### config.mk
export PLATFORM = sky130hd
export DESIGN_NAME = pu_ctrl
export DESIGN_NICKNAME = d
export VERILOG_FILES = /design/src/rtl/pu_pkg.sv /design/src/rtl/pu_wb_delay.sv /design/src/rtl/pu_ctrl.sv
export SDC_FILE = /design/constraint.sdc
export NUM_CORES = 1
export LEC_CHECK = 0
export BUFFER_PORTS_ARGS = -buffer_cell sky130_fd_sc_hd__buf_4
export CAP_MARGIN = 20
export CORE_AREA = 8 8 415 417
export CTS_BUF_LIST = sky130_fd_sc_hd__clkbuf_8 sky130_fd_sc_hd__clkbuf_16
export DETAILED_ROUTE_END_ITERATION = 6
export DIE_AREA = 0 0 423 425
export PLACE_DENSITY = 0.39
export SYNTH_ARGS = -nofsm -noshare
export SYNTH_HDL_FRONTEND = slang
export SYNTH_HIERARCHICAL = 1
export SYNTH_SLANG_ARGS = --single-unit
### constraint.sdc
create_clock -name clk -period 19.4 [get_ports clk]
set_clock_uncertainty 0.05 [all_clocks]
set_input_delay 2.91 -clock clk [delete_from_list [all_inputs] [get_ports clk]]
set_output_delay 2.91 -clock clk [all_outputs]
set_load 0.03 [all_outputs]
### src/rtl/pu_pkg.sv
// Shared types and default widths for the PU input-side sequencer.
package pu_pkg;

    localparam int PU_DATA_WIDTH  = 8;
    localparam int PU_NUM_MAC4    = 16;
    localparam int PU_WADDR_WIDTH = 7;
    localparam int PU_RADDR_WIDTH = 6;
    localparam int PU_CNT_WIDTH   = 8;
    localparam int PU_PIPE_LAT    = 4;
    localparam int PU_TIW         = PU_NUM_MAC4 * 4 * PU_DATA_WIDTH;
    localparam int PU_CACHE_AW    = 5;
    localparam int PU_BIAS_AW     = 3;

    typedef enum logic [1:0] {
        ST_IDLE  = 2'd0,
        ST_CLR   = 2'd1,
        ST_RUN   = 2'd2,
        ST_DRAIN = 2'd3
    } pu_state_e;

endpackage

### src/rtl/pu_wb_delay.sv
// Valid+address shift register that lines result-memory writes up with the PU pipeline.
module pu_wb_delay
    import pu_pkg::*;
#(
    parameter int DEPTH = PU_PIPE_LAT,
    parameter int AW    = PU_RADDR_WIDTH
) (
    input  logic          clk,
    input  logic          rst,
    input  logic          in_valid,
    input  logic [AW-1:0] in_addr,
    output logic          out_valid,
    output logic [AW-1:0] out_addr,
    output logic          pending
);

    logic [DEPTH-1:0] valid_q, valid_d;
    logic [AW-1:0]    addr_q [DEPTH];
    logic [AW-1:0]    addr_d [DEPTH];

    // Address is zeroed when not valid so the write-address port stays quiet between writes.
    always_comb begin
        valid_d[0] = in_valid;
        addr_d[0]  = in_valid ? in_addr : '0;
        for (int i = 1; i < DEPTH; i++) begin
            valid_d[i] = valid_q[i-1];
            addr_d[i]  = addr_q[i-1];
        end
    end

    always_ff @(posedge clk or posedge rst) begin
        if (rst) begin
            valid_q <= '0;
            for (int i = 0; i < DEPTH; i++) begin
                addr_q[i] <= '0;
            end
        end else begin
            valid_q <= valid_d;
            for (int i = 0; i < DEPTH; i++) begin
                addr_q[i] <= addr_d[i];
            end
        end
    end

    assign out_valid = valid_q[DEPTH-1];
    assign out_addr  = addr_q[DEPTH-1];
    assign pending   = |valid_q;

endmodule

### src/rtl/pu_ctrl.sv
// Command-driven sequencer feeding activation beats, weight addresses and flags into the PU,
// and scheduling one result-memory write per finished output.
module pu_ctrl
    import pu_pkg::*;
#(
    parameter  int DATA_WIDTH  = PU_DATA_WIDTH,
    parameter  int NUM_MAC4    = PU_NUM_MAC4,
    parameter  int WADDR_WIDTH = PU_WADDR_WIDTH,
    parameter  int RADDR_WIDTH = PU_RADDR_WIDTH,
    parameter  int CNT_WIDTH   = PU_CNT_WIDTH,
    parameter  int PIPE_LAT    = PU_PIPE_LAT,
    localparam int TIW         = NUM_MAC4 * 4 * DATA_WIDTH
) (
    input  logic                   clk,
    input  logic                   rst,
    input  logic                   cmd_valid,
    output logic                   cmd_ready,
    input  logic [CNT_WIDTH-1:0]   cmd_num_psum,
    input  logic [RADDR_WIDTH-1:0] cmd_num_out,
    input  logic [WADDR_WIDTH-1:0] cmd_w_base,
    input  logic [RADDR_WIDTH-1:0] cmd_r_base,
    input  logic [2:0]             cmd_bias_addr,
    input  logic                   cmd_add_bias,
    input  logic                   cmd_relu,
    input  logic                   act_valid,
    output logic                   act_ready,
    input  logic [TIW-1:0]         act_data,
    output logic [TIW-1:0]         pu_data,
    output logic [WADDR_WIDTH-1:0] pu_w_rd_addr,
    output logic [2:0]             pu_bias_addr,
    output logic                   pu_add_bias,
    output logic                   pu_relu,
    output logic                   pu_done,
    output logic                   pu_cache_clear,
    output logic [4:0]             pu_cache_rd_addr,
    output logic [4:0]             pu_cache_wr_addr,
    output logic                   pu_r_wr_en,
    output logic [RADDR_WIDTH-1:0] pu_r_wr_addr,
    output logic                   busy,
    output logic                   cmd_done
);

    pu_state_e state_q, state_d;

    logic [CNT_WIDTH-1:0]   num_psum_q, num_psum_d;
    logic [CNT_WIDTH-1:0]   psum_idx_q, psum_idx_d;
    logic [RADDR_WIDTH-1:0] num_out_q, num_out_d;
    logic [RADDR_WIDTH-1:0] out_idx_q, out_idx_d;
    logic [RADDR_WIDTH-1:0] r_base_q, r_base_d;
    logic [RADDR_WIDTH-1:0] wb_addr_q, wb_addr_d;
    logic [WADDR_WIDTH-1:0] w_ptr_q, w_ptr_d;
    logic [WADDR_WIDTH-1:0] w_rd_addr_q, w_rd_addr_d;
    logic [2:0]             bias_addr_q, bias_addr_d;
    logic                   add_bias_en_q, add_bias_en_d;
    logic                   relu_en_q, relu_en_d;
    logic                   zero_q, zero_d;
    logic [TIW-1:0]         pu_data_q, pu_data_d;
    logic                   pu_done_q, pu_done_d;
    logic                   pu_add_bias_q, pu_add_bias_d;
    logic                   pu_relu_q, pu_relu_d;

    logic                   beat;
    logic                   last_psum;
    logic                   last_out;
    logic                   dl_valid;
    logic                   dl_pending;
    logic [RADDR_WIDTH-1:0] dl_addr;
    logic                   pending;

    always_comb begin
        state_d       = state_q;
        num_psum_d    = num_psum_q;
        num_out_d     = num_out_q;
        r_base_d      = r_base_q;
        bias_addr_d   = bias_addr_q;
        add_bias_en_d = add_bias_en_q;
        relu_en_d     = relu_en_q;
        zero_d        = zero_q;
        psum_idx_d    = psum_idx_q;
        out_idx_d     = out_idx_q;
        w_ptr_d       = w_ptr_q;
        w_rd_addr_d   = w_rd_addr_q;
        pu_data_d     = '0;
        pu_done_d     = 1'b0;
        pu_add_bias_d = 1'b0;
        pu_relu_d     = 1'b0;
        wb_addr_d     = '0;

        beat      = (state_q == ST_RUN) && act_valid;
        last_psum = (psum_idx_q == num_psum_q - CNT_WIDTH'(1));
        last_out  = (out_idx_q == num_out_q - RADDR_WIDTH'(1));

        case (state_q)
            ST_IDLE: begin
                if (cmd_valid) begin
                    num_psum_d    = cmd_num_psum;
                    num_out_d     = cmd_num_out;
                    r_base_d      = cmd_r_base;
                    bias_addr_d   = cmd_bias_addr;
                    add_bias_en_d = cmd_add_bias;
                    relu_en_d     = cmd_relu;
                    zero_d        = (cmd_num_psum == '0) || (cmd_num_out == '0);
                    w_ptr_d       = cmd_w_base;
                    psum_idx_d    = '0;
                    out_idx_d     = '0;
                    state_d       = ST_CLR;
                end
            end
            ST_CLR: begin
                state_d = zero_q ? ST_DRAIN : ST_RUN;
            end
            ST_RUN: begin
                if (beat) begin
                    pu_data_d   = act_data;
                    w_rd_addr_d = w_ptr_q;
                    w_ptr_d     = w_ptr_q + WADDR_WIDTH'(1);
                    if (last_psum) begin
                        pu_done_d     = 1'b1;
                        pu_add_bias_d = add_bias_en_q;
                        pu_relu_d     = relu_en_q;
                        wb_addr_d     = r_base_q + out_idx_q;
                        psum_idx_d    = '0;
                        out_idx_d     = out_idx_q + RADDR_WIDTH'(1);
                        if (last_out) begin
                            state_d = ST_DRAIN;
                        end
                    end else begin
                        psum_idx_d = psum_idx_q + CNT_WIDTH'(1);
                    end
                end
            end
            ST_DRAIN: begin
                if (!pending) begin
                    state_d = ST_IDLE;
                end
            end
            default: state_d = ST_IDLE;
        endcase
    end

    always_ff @(posedge clk or posedge rst) begin
        if (rst) begin
            state_q       <= ST_IDLE;
            num_psum_q    <= '0;
            num_out_q     <= '0;
            r_base_q      <= '0;
            bias_addr_q   <= '0;
            add_bias_en_q <= 1'b0;
            relu_en_q     <= 1'b0;
            zero_q        <= 1'b0;
            psum_idx_q    <= '0;
            out_idx_q     <= '0;
            w_ptr_q       <= '0;
            w_rd_addr_q   <= '0;
            pu_data_q     <= '0;
            pu_done_q     <= 1'b0;
            pu_add_bias_q <= 1'b0;
            pu_relu_q     <= 1'b0;
            wb_addr_q     <= '0;
        end else begin
            state_q       <= state_d;
            num_psum_q    <= num_psum_d;
            num_out_q     <= num_out_d;
            r_base_q      <= r_base_d;
            bias_addr_q   <= bias_addr_d;
            add_bias_en_q <= add_bias_en_d;
            relu_en_q     <= relu_en_d;
            zero_q        <= zero_d;
            psum_idx_q    <= psum_idx_d;
            out_idx_q     <= out_idx_d;
            w_ptr_q       <= w_ptr_d;
            w_rd_addr_q   <= w_rd_addr_d;
            pu_data_q     <= pu_data_d;
            pu_done_q     <= pu_done_d;
            pu_add_bias_q <= pu_add_bias_d;
            pu_relu_q     <= pu_relu_d;
            wb_addr_q     <= wb_addr_d;
        end
    end

    // The write is launched from the registered done so it lands PIPE_LAT cycles after pu_done.
    pu_wb_delay #(
        .DEPTH (PIPE_LAT),
        .AW    (RADDR_WIDTH)
    ) u_wb_delay (
        .clk       (clk),
        .rst       (rst),
        .in_valid  (pu_done_q),
        .in_addr   (wb_addr_q),
        .out_valid (dl_valid),
        .out_addr  (dl_addr),
        .pending   (dl_pending)
    );

    assign pending = pu_done_q | dl_pending;

    assign cmd_ready        = (state_q == ST_IDLE) && !rst;
    assign act_ready        = (state_q == ST_RUN);
    assign busy             = (state_q != ST_IDLE);
    assign cmd_done         = (state_q == ST_DRAIN) && !pending;
    assign pu_cache_clear   = (state_q == ST_CLR);
    assign pu_data          = pu_data_q;
    assign pu_w_rd_addr     = w_rd_addr_q;
    assign pu_bias_addr     = bias_addr_q;
    assign pu_add_bias      = pu_add_bias_q;
    assign pu_relu          = pu_relu_q;
    assign pu_done          = pu_done_q;
    assign pu_cache_rd_addr = out_idx_q[4:0];
    assign pu_cache_wr_addr = out_idx_q[4:0];
    assign pu_r_wr_en       = dl_valid;
    assign pu_r_wr_addr     = dl_addr;

endmodule

After elaboration in Yosys (flattened, before gate mapping)

Cells that the tools add are included.

Register bits after elaboration: 605
Input port bits: 548
Output and inout bits: 547
Logic and storage cells: 89

$add $sub $neg: 6
Equality and inequality tests: 10
Mux-type cells: 33
Bitwise operators: 1
Reductions and logical operators: 17

Operators by type and width:

| kind                                                  | number |
|---|---|
| two-way mux 512 bit                                   | 2 |
| two-way mux 6 bit                                     | 7 |
| two-way mux 8 bit                                     | 3 |
| case mux 8 bit (2 select lines)                       | 1 |
| two-way mux 7 bit                                     | 2 |
| case mux 7 bit (2 select lines)                       | 1 |
| case mux 6 bit (2 select lines)                       | 1 |
| two-way mux 1 bit                                     | 10 |
| two-way mux 2 bit                                     | 5 |
| adder 8 x 1 -> 8 bit, second input constant           | 1 |
| == test 8 bit                                         | 1 |
| logical NOT 8 bit                                     | 1 |
| case mux 2 bit (4 select lines)                       | 1 |
| subtractor 8 x 1 -> 8 bit, second input constant      | 1 |
| adder 7 x 1 -> 7 bit, second input constant           | 1 |
| adder 6 x 1 -> 6 bit, second input constant           | 1 |
| adder 6 bit                                           | 1 |
| == test 6 bit                                         | 1 |
| logical NOT 6 bit                                     | 1 |
| inequality test 2 x 1 -> 1 bit, second input constant | 3 |
| subtractor 6 x 1 -> 6 bit, second input constant      | 1 |
| AND reduction 5 bit                                   | 1 |
| == test 2 bit, second input constant                  | 2 |
| inequality test 2 bit, second input constant          | 2 |
| other kinds (11)                                      | 16 |

Longest topological paths before layout

Gate-level depths: netlist of the first run.

Word-level depth: 6
Mapped depth: 10
Depth with buffers taken out: 9

Hierarchy

Netlist of the first run, hierarchy kept.

Modules (own cells, without submodules):

| module      | instances | cells an instance | area each (µm²) | sequential area each (µm²) |
|---|---|---|---|---|
| pu_ctrl     | 1         | 1474              | 19964.1         | 14438.8 |
| pu_wb_delay | 1         | 36                | 749.5           | 700.7 |

Worst setup path after synthesis of the first run

Ideal clock, no wire load.

Path type: input -> output
From: input rst
To: output cmd_ready
Arrival: 3.312 ns
Data required time: 16.440 ns
Setup slack: 13.128 ns
Stages: 1
Path buffers: 0
Cells stage by stage: nor2_1

Word-level cells in the longest chain between the ends: 2

Ends and longest elaborated chain:

| what                        | RTL line       | source |
|---|---|---|
| start, declared             | pu_ctrl.sv:15  | `input logic rst,` |
| logical NOT 1 bit (no line) | --             |  |
| logical AND 1 bit           | pu_ctrl.sv:197 | `assign cmd_ready = (state_q == ST_IDLE) && !rst;` |
| end, declared               | pu_ctrl.sv:17  | `output logic cmd_ready,` |

No other way between the ends.

Final worst setup path of the first run

Ends and elaborated chain as after synthesis.

==> results of run 1 <==
## cells in the final DEF (no fill, tap or decap), types with 12 or more instances in the layout
master        n
a21oi_1      14
and3_1      518
buf_4      1106
clkbuf_16    81
clkbuf_8     19
clkinv_2     12
dfrtp_1     605
ha_1         13
inv_1        29
mux2_2       32
nand2_1      25
nand3_1      13
nor2_1       14
o21ai_0      18
xnor2_1      14
## path summary, 6_finish.rpt
check | start | endpoint | slack [ns] | cells after the start
min in group asynchronous | rst | u_wb_delay/addr_d[12] | 2.15 | 2
hold / removal | u_wb_delay/addr_d[2] | u_wb_delay/out_addr[2] | 0.29 | 0
setup reg to reg | state_q[0] | pu_data[384] | 15.39 | 6
hold reg to reg | u_wb_delay/addr_d[2] | u_wb_delay/out_addr[2] | 0.29 | 0
setup / recovery | rst | cmd_ready | 13.14 | 3
max in group asynchronous | rst | pu_data[371] | 14.14 | 5
## synthesized netlist by cell type, types with 2 or more instances
cell type / instances / area share
a2111oi_0: 2 / 0.00085
a21oi_1: 14 / 0.0034
a31oi_1: 6 / 0.0018
and2_1: 10 / 0.0030
and3_1: 518 / 0.16
buf_4: 10 / 0.0036
clkbuf_1: 122 / 0.022
dfrtp_1: 605 / 0.73
ha_1: 14 / 0.0085
inv_1: 18 / 0.0033
mux2_2: 32 / 0.017
mux2i_1: 3 / 0.0014
nand2_1: 25 / 0.0045
nand2b_1: 5 / 0.0015
nand3_1: 13 / 0.0031
nand3b_1: 4 / 0.0014
nand4_1: 3 / 0.00091
nor2_1: 14 / 0.0025
nor3_1: 8 / 0.0019
nor3b_1: 2 / 0.00072
nor4_1: 2 / 0.00060
o211ai_1: 2 / 0.00072
o21ai_0: 18 / 0.0043
o21bai_1: 3 / 0.0011
o22ai_1: 6 / 0.0018
o311ai_1: 3 / 0.0013
or4_1: 3 / 0.0011
xnor2_1: 14 / 0.0059
xor2_1: 11 / 0.0047
## cells by family after synthesis
group,Yosys count,synth area share
adders and majority gates,15,0.00942
AOI/OAI and AO/OA,65,0.0199
and+or+nand+nor,614,0.181
buffers and inverters,151,0.0292
muxes,35,0.0188
xor gates and xnor gates,25,0.0106
DFF,605,0.731
## stage by stage
stage                     total power [uW]  hold WS, ns
after global placement                1880        0.282
after CTS                             3470        0.292
after detailed placement              1880        0.286
after global routing                  3530        0.307
after floorplan                       1610        0.281
final                                 3390        0.294
## final cells by class
type | count | share of cell area
Antenna cell | 6 | 0.000441
Clock buffer | 100 | 0.0671
Clock inverter | 46 | 0.0121
Inverter | 18 | 0.00220
Multi-Input combinational cell | 754 | 0.146
Sequential cell | 605 | 0.444
Tap cell | 2204 | 0.0809
Timing Repair Buffer | 1111 | 0.247
## where the power goes
| part | internal, uW | switching (uW) | total [uW] |
|---|---|---|---|
| sequential | 1330 | 45.4 | 1370 |
| clock | 904 | 631 | 1540 |
| combinational | 196 | 283 | 479 |
| total | 2430 | 960 | 3390 |
## state kept, by name, summed over array words and instances, names as in the netlist, 2 cells and up
signal               cells
r_base_q                 6
wb_addr_q                6
u_wb_delay/out_addr      6
u_wb_delay/valid_q       4
w_ptr_q                  7
psum_idx_q               8
pu_w_rd_addr             7
u_wb_delay/addr_d       18
pu_bias_addr             3
state_q                  2
num_out_q                6
out_idx_q                6
num_psum_q               8
pu_data                512
## metal layers
| layer | vias up | wire, um | track usage |
|---|---|---|---|
| met3 | 188 | 11200 | 0.0540 |
| li1 | 7335 | - | - |
| met1 | 8443 | 47600 | 0.147 |
| met2 | 756 | 68300 | 0.252 |
| met4 | 6 | 2700 | 0.0303 |
| met5 | - | 28 | 0 |
==> metrics.txt, run 1 <==
Fillers 18200; Tcrit/Tclk final 0.323; synth unique cells 49; remaining antenna violation count 0; number of CTS-inserted buffers 80; Final Hold Fails 0; Max Buffers Root-to-Sink 3; final instance area 0.0341 sq mm; Fin Setup TNS 0 ns; final setup fails 0; delay-heaviest family, CP buffers and inverters; postcts setup bufs 0; Cells after Synth 1510; EDFF count, synth 0; Mapped Area 0.0207 sq mm; register bit count reported by yosys 605; # clock sinks 605; post-cts sizing count 0; WL/cell 26.8 um; Core ar. 0.166 sq mm; drc violations 0; CTS Hold Bufs 0; crit path kind input port to primary output; worst path arrival time 3.30 ns; vias per cell 3.45; CTS tree built; Initial Util 0.125; synthesized area per cell 13.7 sq um; Layout Cells excl Fill 4844; nets 3133; post-synthesis sequential area ratio 0.731; HPWL after DPL 103000 um; drt first-iter violations 980; clock root buffer clkbuf_16; fin util 0.205; largest net degree at the start of global routing 212; initial antenna violation count 58; leading register cell type out of synthesis dfrtp_1; Max stage delay on crit path 0.17 ns; multi-input logic area 0.00499 sq mm; LEAKAGE 0.0182 uW; site row count 150; Max Clk Rate 160 MHz; max-cap viol count 0; first-pass GRT wire length 170000 um; Post-Place Cells 4691; pre-CTS WS 13.13 ns; overall fraction of global-route tracks in use 0.137; Placer Congestion 0.906; gr ovfl total 0; dpl cell area 0.0313 sq mm; Yosys warnings 6; CP required 16.44 ns; number of H-tree levels 3; Critical-path top delay cell buf_4; total I/O pin count 1095; RSZ-0062 raised after global routing false; Setup crit start kind input port; Max-slew headroom 0.260; Area Growth Syn to Fin 64.5%; Port Buffers 1094; outcome complete, no violations; critical path endpoint category primary output; drt pass-1 iters 4; die height 425 um; Die W 423 um; Crit Path Max Fanout 3; drt total wl 130000 um; share of layout cells above drive strength 1 0.489; final setup margin 13.14 ns; FFs w/ async S/R, synth 1.00; VDD IR max 0.0614 mV; hold crit path type register to register; cell repeated most along the worst path buf_4; Worst-path clk slew 0.06 ns; via count 16700; crit path time final 6.26 ns; max-slew violations 0; latest clock arrival within the worst-skew pair 0.67 ns; die area 0.180 sq mm; FF/Latch Area 0.0151 sq mm; Worst Tran Pin Value 1.11 ns; CP Buf/Inv Count 2; critical-path cell list buf_4, nor2_1, buf_4; Power Density 99.4 mW/mm^2; vias in the first global route 17900; Mapped Nets 2073
Power figures use the tool's default switching activity.
==> run 2: changes to the inputs <==
clock period = 5.16 ns   (was 19.4 ns; I/O delays follow)
==> metrics.txt, run 2 (same netlist as run 1, synthesis figures left out) <==
outcome complete, no violations; Worst-path clk slew 0.06 ns; die height 425 um; # clock sinks 605; hold crit path type input port to register; Final Hold Fails 0; Die W 423 um; final total power 12700 uW; worst path arrival time 2.11 ns; Fin Setup TNS 0 ns; Worst Tran Pin Value 1.42 ns; share of layout cells above drive strength 1 0.487; drt first-iter violations 1090; gr ovfl total 0; vias per cell 3.42; max layer used met5; clock root buffer clkbuf_16; crit path kind register to primary output; Initial Util 0.125; LEAKAGE 0.0183 uW; RSZ-0062 raised after global routing false; remaining antenna violation count 0; first-pass GRT wire length 171000 um; CTS tree built; total I/O pin count 1095; site row count 150; Max Clk Rate 341 MHz; Max Buffers Root-to-Sink 3; Crit Path Max Fanout 8; number of CTS-inserted buffers 80; Core ar. 0.166 sq mm; Max-slew headroom 0.0508; via count 16700; HPWL after DPL 105000 um; delay-heaviest family, CP buffers and inverters; latest clock arrival within the worst-skew pair 0.68 ns; drt total wl 132000 um; number of H-tree levels 3; max reg flops 512; max-cap viol count 0; Area Growth Syn to Fin 65.3%; CP required 4.34 ns; post-cts sizing count 0; drc violations 0; initial antenna violation count 61; critical path endpoint category primary output; most common cell after layout, fill and taps aside buf_4; crit path time final 2.93 ns; WL/cell 27.1 um; DR WL met2 67100 um; Setup crit start kind register; largest net degree at the start of global routing 242; critical-path cell list inv_1, ha_1, inv_1, nor2_1, buf_4; most frequent cells in the layout 1103 x buf_4, 605 x dfrtp_1, 518 x and3_1; Critical-path top delay cell dfrtp_1; metal3 WL 14300 um; die area 0.180 sq mm; cell repeated most along the worst path inv_1; CP Buf/Inv Count 3; max-slew violations 0; nets 3138; Port Buffers 1094; Placer Congestion 0.897; Power Density 372 mW/mm^2; overall fraction of global-route tracks in use 0.139; final setup fails 0; vias in the first global route 17900; drt pass-1 iters 4; Max stage delay on crit path 0.41 ns; VDD IR max 0.283 mV; Tcrit/Tclk final 0.568; Met1 Wirelength 44500 um
## run 2: per-layer routing
metal	global-route usage	vias up
li1	-	7351
met1	0.140	8338
met2	0.239	777
met3	0.0670	191
met4	0.0698	4
met5	0	-
## run 2: cell type report
class	instances	area, sq um
clock buffer	96	2220
tap	2204	2760
timing repair buffer	1116	8530
clock inverter	51	468
fill	18100	132000
antenna	21	52.6
multi-input combinational	754	4990
inverter	18	71.3
sequential	605	15100
## run 2: final timing paths
path / start / end / slack [ns] / depth (start not counted)
setup / recovery: state_q[0] / cmd_ready / 2.23 / 5
hold / removal: act_data[108] / pu_data[108] / 0.26 / 2
setup reg to reg: state_q[0] / state_q[0] / 2.36 / 9
hold reg to reg: u_wb_delay/addr_d[2] / u_wb_delay/out_addr[2] / 0.29 / 0
max in group asynchronous: rst / pu_data[379] / 3.00 / 5
min in group asynchronous: rst / u_wb_delay/out_addr[0] / 0.57 / 3
## run 2: what timing repair did
| action | CTS | global route |
|---|---|---|
| setup buffers | 0 | 0 |
| hold endpoints to repair | 0 | 4 |
| hold buffers | 0 | 1 |
## run 2: power breakdown
group	internal, uW	switching [uW]
combinational	746	1080
clock	3300	2430
sequential	5000	171
## run 2: through the flow
stage | instances | hold WS [ns] | area [sq um] | utilization | worst slack [ns]
6_report | 4865 | 0.258 | 34200 | 0.206 | 2.23
3_5_place_dp | 4695 | 0.285 | 31500 | 0.190 | 2.09
5_1_grt | 4857 | 0.204 | 34200 | 0.206 | 2.06
2_1_floorplan | 1510 | 0.281 | 20700 | - | -3.53
3_3_place_gp | 4695 | 0.283 | 31500 | 0.190 | 1.98
4_1_cts | 4842 | 0.112 | 34100 | 0.206 | 2.10
## run 2: worst reg2reg max path, stage by stage, from the launching register on
cell,delay [ns]
dfrtp_1,0.40
inv_1,0.13
ha_1,0.33
nor2b_1,0.21
a21oi_2,0.28
nand4_1,0.12
a2111oi_0,0.47
a32oi_1,0.22
a2111oi_0,0.39
a211oi_1,0.09
